===== config.mk =====
export PLATFORM = sky130hd
export DESIGN_NAME = load_store_unit
export DESIGN_NICKNAME = d
export VERILOG_FILES = /design/src/rtl/load_store_unit.sv
export SDC_FILE = /design/constraint.sdc
export NUM_CORES = 1
export LEC_CHECK = 0
export ABC_AREA = 1
export BUFFER_PORTS_ARGS = -buffer_cell sky130_fd_sc_hd__buf_2
export CAP_MARGIN = 5
export CORE_MARGIN = 2
export CORE_UTILIZATION = 45
export CTS_BUF_LIST = sky130_fd_sc_hd__clkbuf_4 sky130_fd_sc_hd__clkbuf_8
export DETAILED_ROUTE_END_ITERATION = 8
export HOLD_SLACK_MARGIN = 0.12
export MAX_ROUTING_LAYER = met4
export PLACE_DENSITY = 0.72
export SKIP_CTS_REPAIR_TIMING = 1
export SLEW_MARGIN = 15
export SYNTH_ARGS = -nofsm -noshare
export SYNTH_HDL_FRONTEND = slang
export SYNTH_SLANG_ARGS = --single-unit

===== constraint.sdc =====
create_clock -name clk -period 2 [get_ports clk]
set_clock_uncertainty 0.1 [all_clocks]
set_input_delay 0.1 -clock clk [delete_from_list [all_inputs] [get_ports clk]]
set_output_delay 0.1 -clock clk [all_outputs]
set_load 0.05 [all_outputs]

===== src/rtl/load_store_unit.sv =====
// load_store_unit: sequences load/store requests from the MEM stage onto a word-only data memory.
// Sub-word stores are done as a read-modify-write over two memory cycles.
// Ports:
//   clk, rst                 clock, synchronous active-high reset
//   req_valid/req_ready      request handshake; ready only in IDLE
//   req_write, req_size,     store flag, size (00 byte, 01 half, 10 word, 11 reserved),
//   req_unsigned, req_addr,  zero-extend flag for loads, byte address,
//   req_wdata                right-justified store data
//   resp_valid, resp_rdata,  one-cycle completion pulse, extended load data,
//   resp_err                 misaligned/reserved-size flag
//   busy                     request in flight, stalls the pipeline
//   mem_addr, mem_write,     word-aligned memory byte address, write strobe,
//   mem_wdata, mem_rdata     write word, combinational read word
// Optional feature: define LSU_MISALIGN_TRAP_EN to report misaligned or reserved-size
// requests as errors; otherwise the unused low address bits are ignored and size 11 acts as word.
module load_store_unit #(
    parameter int ADDR_W     = 32,
    parameter int MEM_ADDR_W = 5
) (
    input  logic                  clk,
    input  logic                  rst,
    input  logic                  req_valid,
    output logic                  req_ready,
    input  logic                  req_write,
    input  logic [1:0]            req_size,
    input  logic                  req_unsigned,
    input  logic [ADDR_W-1:0]     req_addr,
    input  logic [31:0]           req_wdata,
    output logic                  resp_valid,
    output logic [31:0]           resp_rdata,
    output logic                  resp_err,
    output logic                  busy,
    output logic [MEM_ADDR_W-1:0] mem_addr,
    output logic                  mem_write,
    output logic [31:0]           mem_wdata,
    input  logic [31:0]           mem_rdata
);
    typedef enum logic [1:0] {IDLE, READ, WRITE, RESP} state_t;

    state_t      state;
    logic [1:0]  lo;
    logic [1:0]  size;
    logic        uns;
    logic        wr;
    logic [31:0] wdata;
    logic        err;
    logic        unused_addr;

    assign unused_addr = ^req_addr[ADDR_W-1:MEM_ADDR_W];

`ifdef LSU_MISALIGN_TRAP_EN
    assign err = (req_size == 2'b11) || (req_size == 2'b01 && req_addr[0]) ||
                 (req_size == 2'b10 && req_addr[1:0] != 2'b00);
`else
    assign err = 1'b0;
`endif

    assign req_ready  = state == IDLE;
    assign busy       = state != IDLE;
    assign resp_valid = state == RESP;
    // Gated by rst so a reset sampled in WRITE suppresses the memory write.
    assign mem_write  = state == WRITE && !rst;

    // Half selection uses only a[1], so an unaligned half (untrapped) reads the aligned half.
    function automatic logic [31:0] extract(input logic [31:0] w, input logic [1:0] a,
                                            input logic [1:0] s, input logic u);
        logic [7:0]  b;
        logic [15:0] h;
        b = w[{a, 3'b000} +: 8];
        h = w[{a[1], 4'b0000} +: 16];
        return s == 2'b00 ? {{24{b[7] & ~u}}, b} :
               s == 2'b01 ? {{16{h[15] & ~u}}, h} : w;
    endfunction

    function automatic logic [31:0] merge(input logic [31:0] w, input logic [1:0] a,
                                          input logic [1:0] s, input logic [31:0] d);
        logic [31:0] r;
        r = w;
        if (s == 2'b00)
            r[{a, 3'b000} +: 8] = d[7:0];
        else
            r[{a[1], 4'b0000} +: 16] = d[15:0];
        return r;
    endfunction

    always_ff @(posedge clk) begin
        if (rst) begin
            state      <= IDLE;
            mem_addr   <= '0;
            mem_wdata  <= '0;
            resp_rdata <= '0;
            resp_err   <= 1'b0;
            lo         <= '0;
            size       <= '0;
            uns        <= 1'b0;
            wr         <= 1'b0;
            wdata      <= '0;
        end else begin
            case (state)
                IDLE: if (req_valid) begin
                    lo         <= req_addr[1:0];
                    size       <= req_size;
                    uns        <= req_unsigned;
                    wr         <= req_write;
                    wdata      <= req_wdata;
                    mem_addr   <= {req_addr[MEM_ADDR_W-1:2], 2'b00};
                    mem_wdata  <= req_wdata;
                    resp_err   <= err;
                    resp_rdata <= '0;
                    state      <= err ? RESP : (req_write && req_size[1]) ? WRITE : READ;
                end
                READ: begin
                    if (wr)
                        mem_wdata <= merge(mem_rdata, lo, size, wdata);
                    else
                        resp_rdata <= extract(mem_rdata, lo, size, uns);
                    state <= wr ? WRITE : RESP;
                end
                WRITE: state <= RESP;
                RESP: begin
                    resp_err   <= 1'b0;
                    resp_rdata <= '0;
                    state      <= IDLE;
                end
            endcase
        end
    end
endmodule


Yosys cells after proc, flatten, opt, wreduce, memory -nomap -nowiden
Index checks and enable logic that the tools add are counted. Widths: inputs -> output; s select.

Bits of input ports: 103. Register bits: 92.

Bitwise gates (word level): 3. Eq/ne operators: 7. Reductions and logical operators: 13. Muxes and demuxes: 17. Add/sub/neg operators: 2. Shift-type cells: 6.

Operators by type and width (number): $mux 32 (7); $pmux 32 s3 (1); $bwmux 32 (2); $pmux 32 s2 (1); $shift 16x7->32 const A (1); $shift 8x7->32 const A (1); $shiftx 16x7->32 (1); $shiftx 32x6->16 (1); $shiftx 32x6->8 (1); $shiftx 8x7->32 (1); $neg 5->7 (2); $pmux 2 s4 (1); $ne 2x2->1 const B (3); $reduce_and 3->1 (2); $reduce_bool 2->1 (3); $eq 2x1->1 const B (2); $eq 2x2->1 const B (2); $logic_not 2->1 (2); $mux 2 (2); $reduce_and 2->1 (2); $reduce_bool 3->1 (1); $and 1x1->1 (2); $logic_and 1x1->1 (2); $mux 1 (2); 3 further kinds (3).

Longest topological paths before layout
Gate-level depths: netlist of the first run.

Depth in word-level cells: 6. Depth in mapped cells: 9. Gate-level depth less buffers: 8.

Worst setup path after synthesis of the first run
OpenSTA, ideal clock, no wires.

Path type: flip-flop to flip-flop. Start point: register state[0]. End point: register mem_wdata[31]. Stages on the path, launching flop included: 9. Data required time: 1778 ps. Arrival time: 1691 ps. Setup time: 122 ps. Path slack: 87 ps. Cell sequence: dfxtp_1 inv_1 ha_1 nand2_1 o211ai_2 buf_2 nand2_1 nand2_1 a21oi_1.

Longest elaborated chain between the ends: 3.

RTL lines: start: declaration (line 40) `state_t state;`; start signal: assignment (line 110) `state <= err ? RESP : (req_write && req_size[1]) ? WRITE : READ;`; start signal: assignment (line 117) `state <= wr ? WRITE : RESP;`; $logic_not 2->1 *; via req_ready (line 23) `output logic req_ready,`; $ne 2x2->1 (no source line) / $reduce_bool 2->1 (equally long branches); $reduce_and 3->1 (no source line); end signal: assignment (line 107) `mem_wdata <= req_wdata;`; end signal: assignment (line 114) `mem_wdata <= merge(mem_rdata, lo, size, wdata);`; end: declaration (line 35) `output logic [31:0] mem_wdata,`.

The timed path passes the listed nets; every way through them passes the cells marked *. A chain may end at the register's enable or synchronous reset.

Final worst setup path of the first run
Start point: register state[0]. End point: register mem_wdata[31].

Longest elaborated chain between the ends: 3.

RTL lines: $eq 2x1->1 / $logic_not 2->1 (equally long branches) (line 99) `case (state)`; $ne 2x2->1 (no source line) / $reduce_bool 2->1 (equally long branches); $reduce_and 3->1 (no source line).

Several ways; a longest one is shown, not always the timed one.

==> results.tsv, run 1 <==
stage	metric	value	unit
synth	yosys.area.top_type	dfxtp_1	
power_and_ir_drop	combPwrFrac	0.589	
synth	async_reset_ff_frac	0	
synth	synthTopCellsByCount	nand2_1, a21oi_1, nand3_1	
critical_path	worst_r2r_path_depth	7	
critical_path	r2r_slack	0.16	ns
synth	synthFlopType	dfxtp_1	
sta	drv_slew	0	
grt	antenna_found_initial	0	
clock_tree	root_buffer	clkbuf_8	
critical_path	cp_slowest_cell	dfxtp_1	
die	core-area	12600	um2
synth	synth_mux_area_frac	0	
final_layout	drive_gt1_frac	0.182	
synth	seq_area_frac_synth	0.316	
run_status	status	finished clean	
synth	synthSimpleGateAreaFrac	0.316	
drt	avgRoutedWirePerCell	14.2	um
synth	synthTopCellsByArea	dfxtp_1, nand2_1, a21oi_1, nand3_1, o21ai_0	
clock_tree	clk_pin_slew_worst_paths	0.09	ns
run	max_cap_viol_count	0	
power_and_ir_drop	internal_power	4730	uW
final_layout	areaGrowthSynthToFinish	31.5	%
drt	num_vias	6740	
clock_tree	cts_buffers	9	
die	die_x	117	um
power_and_ir_drop	power.leakage	0.00358	uW
final_layout	seq_area	1820	um2
die	die_area	13800	um2
synth	yosys.cell_count.top_type	nand2_1	
die	fp.dieH	117	um
critical_path	max_stage_delay	0.39	ns
power_and_ir_drop	switching_share	0.519	
critical_path	critPathKind	reg -> reg	
hold_path	holdCritStartpoint	mem_rdata[7]	
synth	syn_avg_cell_area	6.08	um2
clock_tree	ctsHtreeMaxLevel	3	
synth	ys_types	30	
clock_tree	clock-sinks	91	
final_layout	fin_nets	1251	
hold_path	hold_end	mem_wdata[7]	
sta	timing.fmax	0.545	GHz
synth	netlist_area	5770	um2
synth	synth_top_area_frac	0.316	
synth	yosysWarnings	0	
hold_path	holdPathStages	5	
drt	dr.first_iter.drc_count	700	
placed_design	hpwl	13000	um
die	boundaryPins	177	
critical_path	r2r-end	mem_wdata[31]	
grt	grt_pass1_vias	5590	
die	num_rows	41	
clock_tree	cts_tree	yes	
sta	min_period_over_period	0.918	
critical_path	endpoint_kind	flip-flop	
sta	rsz0062_at_grt	no	
synth	synth_xor_area_frac	0	
critical_path	crit_required	2.17	ns
final_layout	nFillCells	1231	
critical_path	crit_fanout	47	
sta	setup_viol	0	
synth	synth_edf_count	0	
power_and_ir_drop	peakVddDrop	0.808	mV
drt	drt_first_pass_iters	6	
drt	routed_wl	18700	um
synth	synth_compound_area_frac	0.218	
clock_tree	worstSkewPairLatency	0.39	ns
die	initial_core_util	0.459	
sta	hold_viol	0	
sta	fin_tns_setup	0	ns
final_layout	final_util	0.604	
critical_path	crit_chain	inv_1 -> ha_1 -> o211ai_4 -> buf_12 -> nand2_1 -> nand2_1 -> a21oi_1	
synth	synth_top_family_by_area	simple AND/OR/NAND/NOR gates	
final_layout	num_antenna_cells	0	
critical_path	start_kind	flip-flop	
power_and_ir_drop	p_clk_frac	0.145	
grt	track_usage	0.266	
synth	syn_inst	949	
grt	grt_max_degree	58	
drt	routed_via_density	5.12	
power_and_ir_drop	p_per_area	1300	nW/um2
critical_path	arrival	2.00	ns
grt	grt_overflow	0	
placed_design	place_congestion	0.955	
drt	post-route-drc-count	0	
placed_design	port_buffers	146	
synth	ys_seq_elements	91	
power_and_ir_drop	switchingPower	5110	uW
hold_path	min_path_type	in -> reg	
sta	period_minus_slack	1.84	ns
grt	grt_pass1_wl	27900	um
synth	synthAdderAreaFrac	0.0195	
clock_tree	clockBufferDepth	2	
final_layout	multi_input_area	3230	um2
drt	drtAntennaViolNets	0	
critical_path	r2r_start	state[0]	
power_and_ir_drop	seq_power_share	0.266	
critical_path	critical_path.most_common_cell	nand2_1	
## flip-flops by register name, indices dropped and copies added (netlist names)
signal,flops
lo,2
size,2
state,2
mem_wdata,32
uns,1
mem_addr,3
wdata,16
wr,1
resp_rdata,32
## critical path: cells and delay by family (launching register included)
kind | cells | cell delay, ns
flops | 1 | 0.39
simple gates | 2 | 0.13
compound gates | 2 | 0.43
fa+ha+maj | 1 | 0.30
buf+inv | 2 | 0.34
## area by class of cell
| type | instances | share of cell area |
|---|---|---|
| Clock buffer | 9 | 0.0163 |
| Clock inverter | 7 | 0.0132 |
| Inverter | 100 | 0.0494 |
| Multi-Input combinational cell | 692 | 0.426 |
| Sequential cell | 91 | 0.240 |
| Tap cell | 172 | 0.0283 |
| Timing Repair Buffer | 245 | 0.227 |
## per-stage QoR
step	worst slack [ns]	instances	hold WS (ns)	power (uW)	instance area, um2
after CTS	0.100	1245	-0.152	9720	6870
final	0.164	1316	0.104	9850	7590
after detailed placement	0.104	1229	0.257	8300	6650
after global placement	0.164	1229	0.248	8240	6650
after floorplan	0.0868	951	0.167	6980	5780
after global routing	0.00858	1316	0.126	10600	7590
## layer usage
layer / GRT usage / routed length, um / vias up
met5: - / 0 / -
met3: 0.0525 / 1140 / 24
met2: 0.410 / 8870 / 247
met1: 0.355 / 8390 / 3019
li1: - / - / 3450
met4: 0.0792 / 328 / 0
## logic make-up (layout without fill, tap and decap cells)
| group | count (synthesis) | count (layout) |
|---|---|---|
| AOI/OAI and AO/OA | 238 | 238 |
| adders and majority gates | 9 | 9 |
| buffers and inverters | 168 | 361 |
| DFF | 91 | 91 |
| other | 1 | 3 |
| and+or+nand+nor | 442 | 442 |
## worst max-delay path by stage
stage	startpoint	end	slack [ns]	depth (start not counted)
floorplan	state[0]	mem_wdata[31]	0.09	8
global placement	lo[0]	mem_wdata[31]	0.16	8
detailed placement	state[0]	resp_rdata[13]	0.10	8
CTS	state[0]	resp_rdata[13]	0.10	8
global route	state[1]	mem_wdata[21]	0.009	7
finish	state[0]	mem_wdata[31]	0.16	7
## cell usage in the layout (no fill, tap or decap), types with 2 or more instances in the layout
cell / n
a21oi_1: 132
inv_1: 93
nand3_2: 4
ha_1: 9
clkinv_1: 2
clkbuf_8: 9
bufinv_16: 2
nand3_1: 106
conb_1: 3
o211ai_1: 16
buf_2: 146
inv_2: 5
dlygate4sd3_1: 70
buf_4: 23
o21ai_1: 16
clkinvlp_4: 3
dfxtp_1: 90
nor2_1: 74
buf_12: 6
nand2_2: 3
nand2_1: 251
o21ai_0: 69
## power by group through the flow
stage	registers [uW]	clock network [uW]	logic [uW]
5_1_grt	2680	1530	6380
3_5_place_dp	2660	0	5640
4_1_cts	2620	1450	5650
6_report	2620	1420	5800
2_1_floorplan	4020	0	2960
3_3_place_gp	2650	0	5590
No activity file was read; power rests on OpenSTA's default activity.
==> run 2, diff against run 1 <==
==> constraint.sdc (replaced) <==
create_clock -name clk -period 2 [get_ports clk]
set_clock_uncertainty 0.1 [all_clocks]
set_input_delay 0.4 -clock clk [delete_from_list [all_inputs] [get_ports clk]]
set_output_delay 0.4 -clock clk [all_outputs]
set_load 0.05 [all_outputs]
==> run 2 against run 1 <==
Wire length fell by 4.5%. Non-clock buffer count down 71. Die area unchanged. Maximum frequency fell by 3.5%. Critical endpoint is now busy. Largest cell class unchanged.
==> results.tsv, run 2 (synthesized netlist as in run 1, its figures left out) <==
stage	metric	value	unit	change
hold_path	min_path_type	in -> reg		unchanged
final_layout	num_antenna_cells	0		unchanged
placed_design	hpwl	13100	um	was 13000 um
final_layout	layout_common_cells	nand2_1, buf_2, a21oi_1, nand3_1, inv_1		unchanged
critical_path	start_kind	flip-flop		unchanged
drt	avgRoutedWirePerCell	14.4	um	was 14.2 um
sta	drv_slew	0		unchanged
placed_design	port_buffers	146		unchanged
final_layout	drive_gt1_frac	0.194		was 0.182
drt	num_vias	6480		was 6740
die	fp.dieH	117	um	unchanged
power_and_ir_drop	combPwrFrac	0.590		was 0.589
grt	antenna_found_initial	0		unchanged
sta	fin_tns_setup	0	ns	unchanged
power_and_ir_drop	power.leakage	0.00329	uW	was 0.00358 uW
drt	routed_via_density	5.20		was 5.12
die	die_area	13800	um2	unchanged
sta	hold_viol	0		unchanged
critical_path	critical_path.top_delay_family	buffers and inverters		was compound AO/OA/AOI/OAI gates
placed_design	place_congestion	0.987		was 0.955
clock_tree	clk_pin_slew_worst_paths	0.09	ns	about the same
critical_path	worst_r2r_path_depth	8		was 7
clock_tree	clockBufferDepth	2		unchanged
die	boundaryPins	177		unchanged
clock_tree	clock-sinks	91		unchanged
critical_path	max_stage_delay	0.38	ns	was 0.39 ns
sta	period_minus_slack	1.90	ns	was 1.84 ns
critical_path	r2r-end	resp_rdata[8]		was mem_wdata[31]
sta	min_period_over_period	0.951		was 0.918
critical_path	critical_path.most_common_cell	inv_1		was nand2_1
clock_tree	worstSkewPairLatency	0.39	ns	about the same
clock_tree	cts_tree	yes		unchanged
drt	drt_first_pass_iters	6		unchanged
grt	grt_max_degree	58		unchanged
sta	rsz0062_at_grt	no		unchanged
power_and_ir_drop	peakVddDrop	0.951	mV	was 0.808 mV
drt	dr.first_iter.drc_count	644		was 700
grt	grt_pass1_wl	27800	um	was 27900 um
critical_path	critPathKind	reg -> out		was reg -> reg
final_layout	fin_nets	1180		was 1251
clock_tree	root_buffer	clkbuf_8		unchanged
run_status	status	finished clean		unchanged
power_and_ir_drop	p_clk_frac	0.139		was 0.145
power_and_ir_drop	internal_power	4620	uW	was 4730 uW
critical_path	crit_fanout	6		was 47
grt	track_usage	0.268		was 0.266
clock_tree	ctsHtreeMaxLevel	3		unchanged
critical_path	r2r_slack	0.19	ns	was 0.16 ns
critical_path	endpoint_kind	output pin		was flip-flop
final_layout	largestRegisters	mem_wdata (32), resp_rdata (32), wdata (16)		unchanged
final_layout	multi_input_area	3230	um2	unchanged
critical_path	critPathLaunch	state[0]		unchanged
critical_path	crit_chain	inv_1 -> ha_2 -> inv_1 -> buf_4		was inv_1 -> ha_1 -> o211ai_4 -> buf_12 -> nand2_1 -> nand2_1 -> a21oi_1
final_layout	finalNonFillerCells	1245		was 1316
critical_path	cp_num_buf_inv	3		was 2
hold_path	holdCritStartpoint	req_addr[4]		was mem_rdata[7]
hold_path	holdPathStages	3		was 5
die	initial_core_util	0.459		unchanged
critical_path	cp_slowest_cell	dfxtp_1		unchanged
power_and_ir_drop	p_per_area	1410	nW/um2	was 1300 nW/um2
sta	timing.fmax	0.526	GHz	was 0.545 GHz
grt	grt_pass1_vias	5619		was 5590
power_and_ir_drop	switching_share	0.523		was 0.519
drt	routed_wl	17900	um	was 18700 um
grt	grt_overflow	0		unchanged
power_and_ir_drop	total_power	9670	uW	was 9850 uW
power_and_ir_drop	switchingPower	5060	uW	was 5110 uW
run	max_cap_viol_count	0		unchanged
hold_path	hold_end	mem_addr[4]		was mem_wdata[7]
critical_path	r2r_start	state[0]		unchanged
final_layout	areaGrowthSynthToFinish	19.2	%	was 31.5%
die	die_x	117	um	unchanged
die	num_rows	41		unchanged
drt	post-route-drc-count	0		unchanged
final_layout	nFillCells	1335		was 1231
die	core-area	12600	um2	unchanged
final_layout	seq_area	1820	um2	about the same
drt	drtAntennaViolNets	0		unchanged
critical_path	crit_required	1.50	ns	was 2.17 ns
placed_design	dp_cells	1229		unchanged
final_layout	layout_commonest_cell	nand2_1		unchanged
power_and_ir_drop	seq_power_share	0.271		was 0.266
clock_tree	cts_buffers	9		unchanged
sta	setup_viol	0		unchanged
critical_path	arrival	1.40	ns	was 2.00 ns
run 2: cell types whose count changed in the layout (fill, tap and decap cells not counted), moves of 2 or more:
cell           delta
clkinvlp_4        -3
o21ai_0           +2
bufinv_16         -2
clkbuf_8          +6
o21ai_1           -2
dlygate4sd3_1    -70
run 2: per-stage QoR:
step | hold WS, ns | util | setup slack [ns] | cell area (um2)
final | 0.167 | 0.547 | 0.0980 | 6880
after global routing | 0.167 | 0.547 | 0.0345 | 6880
after CTS | 0.154 | 0.546 | -0.0525 | 6860
after detailed placement | 0.352 | 0.529 | 0.115 | 6650
after global placement | 0.352 | 0.529 | 0.171 | 6650
after floorplan | 0.344 | - | 0.0868 | 5780
run 2: cell type report:
| cell class | count | area share |
|---|---|---|
| multi-input combinational | 692 | 0.470 |
| tap | 172 | 0.0313 |
| timing repair buffer | 174 | 0.148 |
| clock buffer | 16 | 0.0311 |
| sequential | 91 | 0.265 |
| inverter | 100 | 0.0546 |
run 2: power groups by stage:
stage | Clock, uW | Combinational, uW | Sequential [uW]
after floorplan | 0 | 2960 | 4020
after global placement | 0 | 5590 | 2650
after detailed placement | 0 | 5650 | 2660
after CTS | 1360 | 5670 | 2620
after global routing | 1440 | 6260 | 2690
final | 1340 | 5710 | 2620
run 2: worst min-delay path, cell delays in order:
cell and delay [ns]:
buf_2 0.07, o21ai_0 0.07, nor2_1 0.08
run 2: how the worst max path moves through the flow:
stage	to	slack [ns]	cells past startpoint
6_report	busy	0.1	4
5_1_grt	mem_wdata[22]	0.03	6
4_1_cts	busy	-0.05	4
3_5_place_dp	resp_rdata[18]	0.11	8
3_3_place_gp	resp_rdata[12]	0.17	8
2_1_floorplan	mem_wdata[31]	0.09	8
run 2: per-layer routing:
metal  track usage  share of wire
met1         0.357           0.45
met2         0.414           0.46
met3        0.0536          0.076
met4        0.0737          0.016
met5             -              0
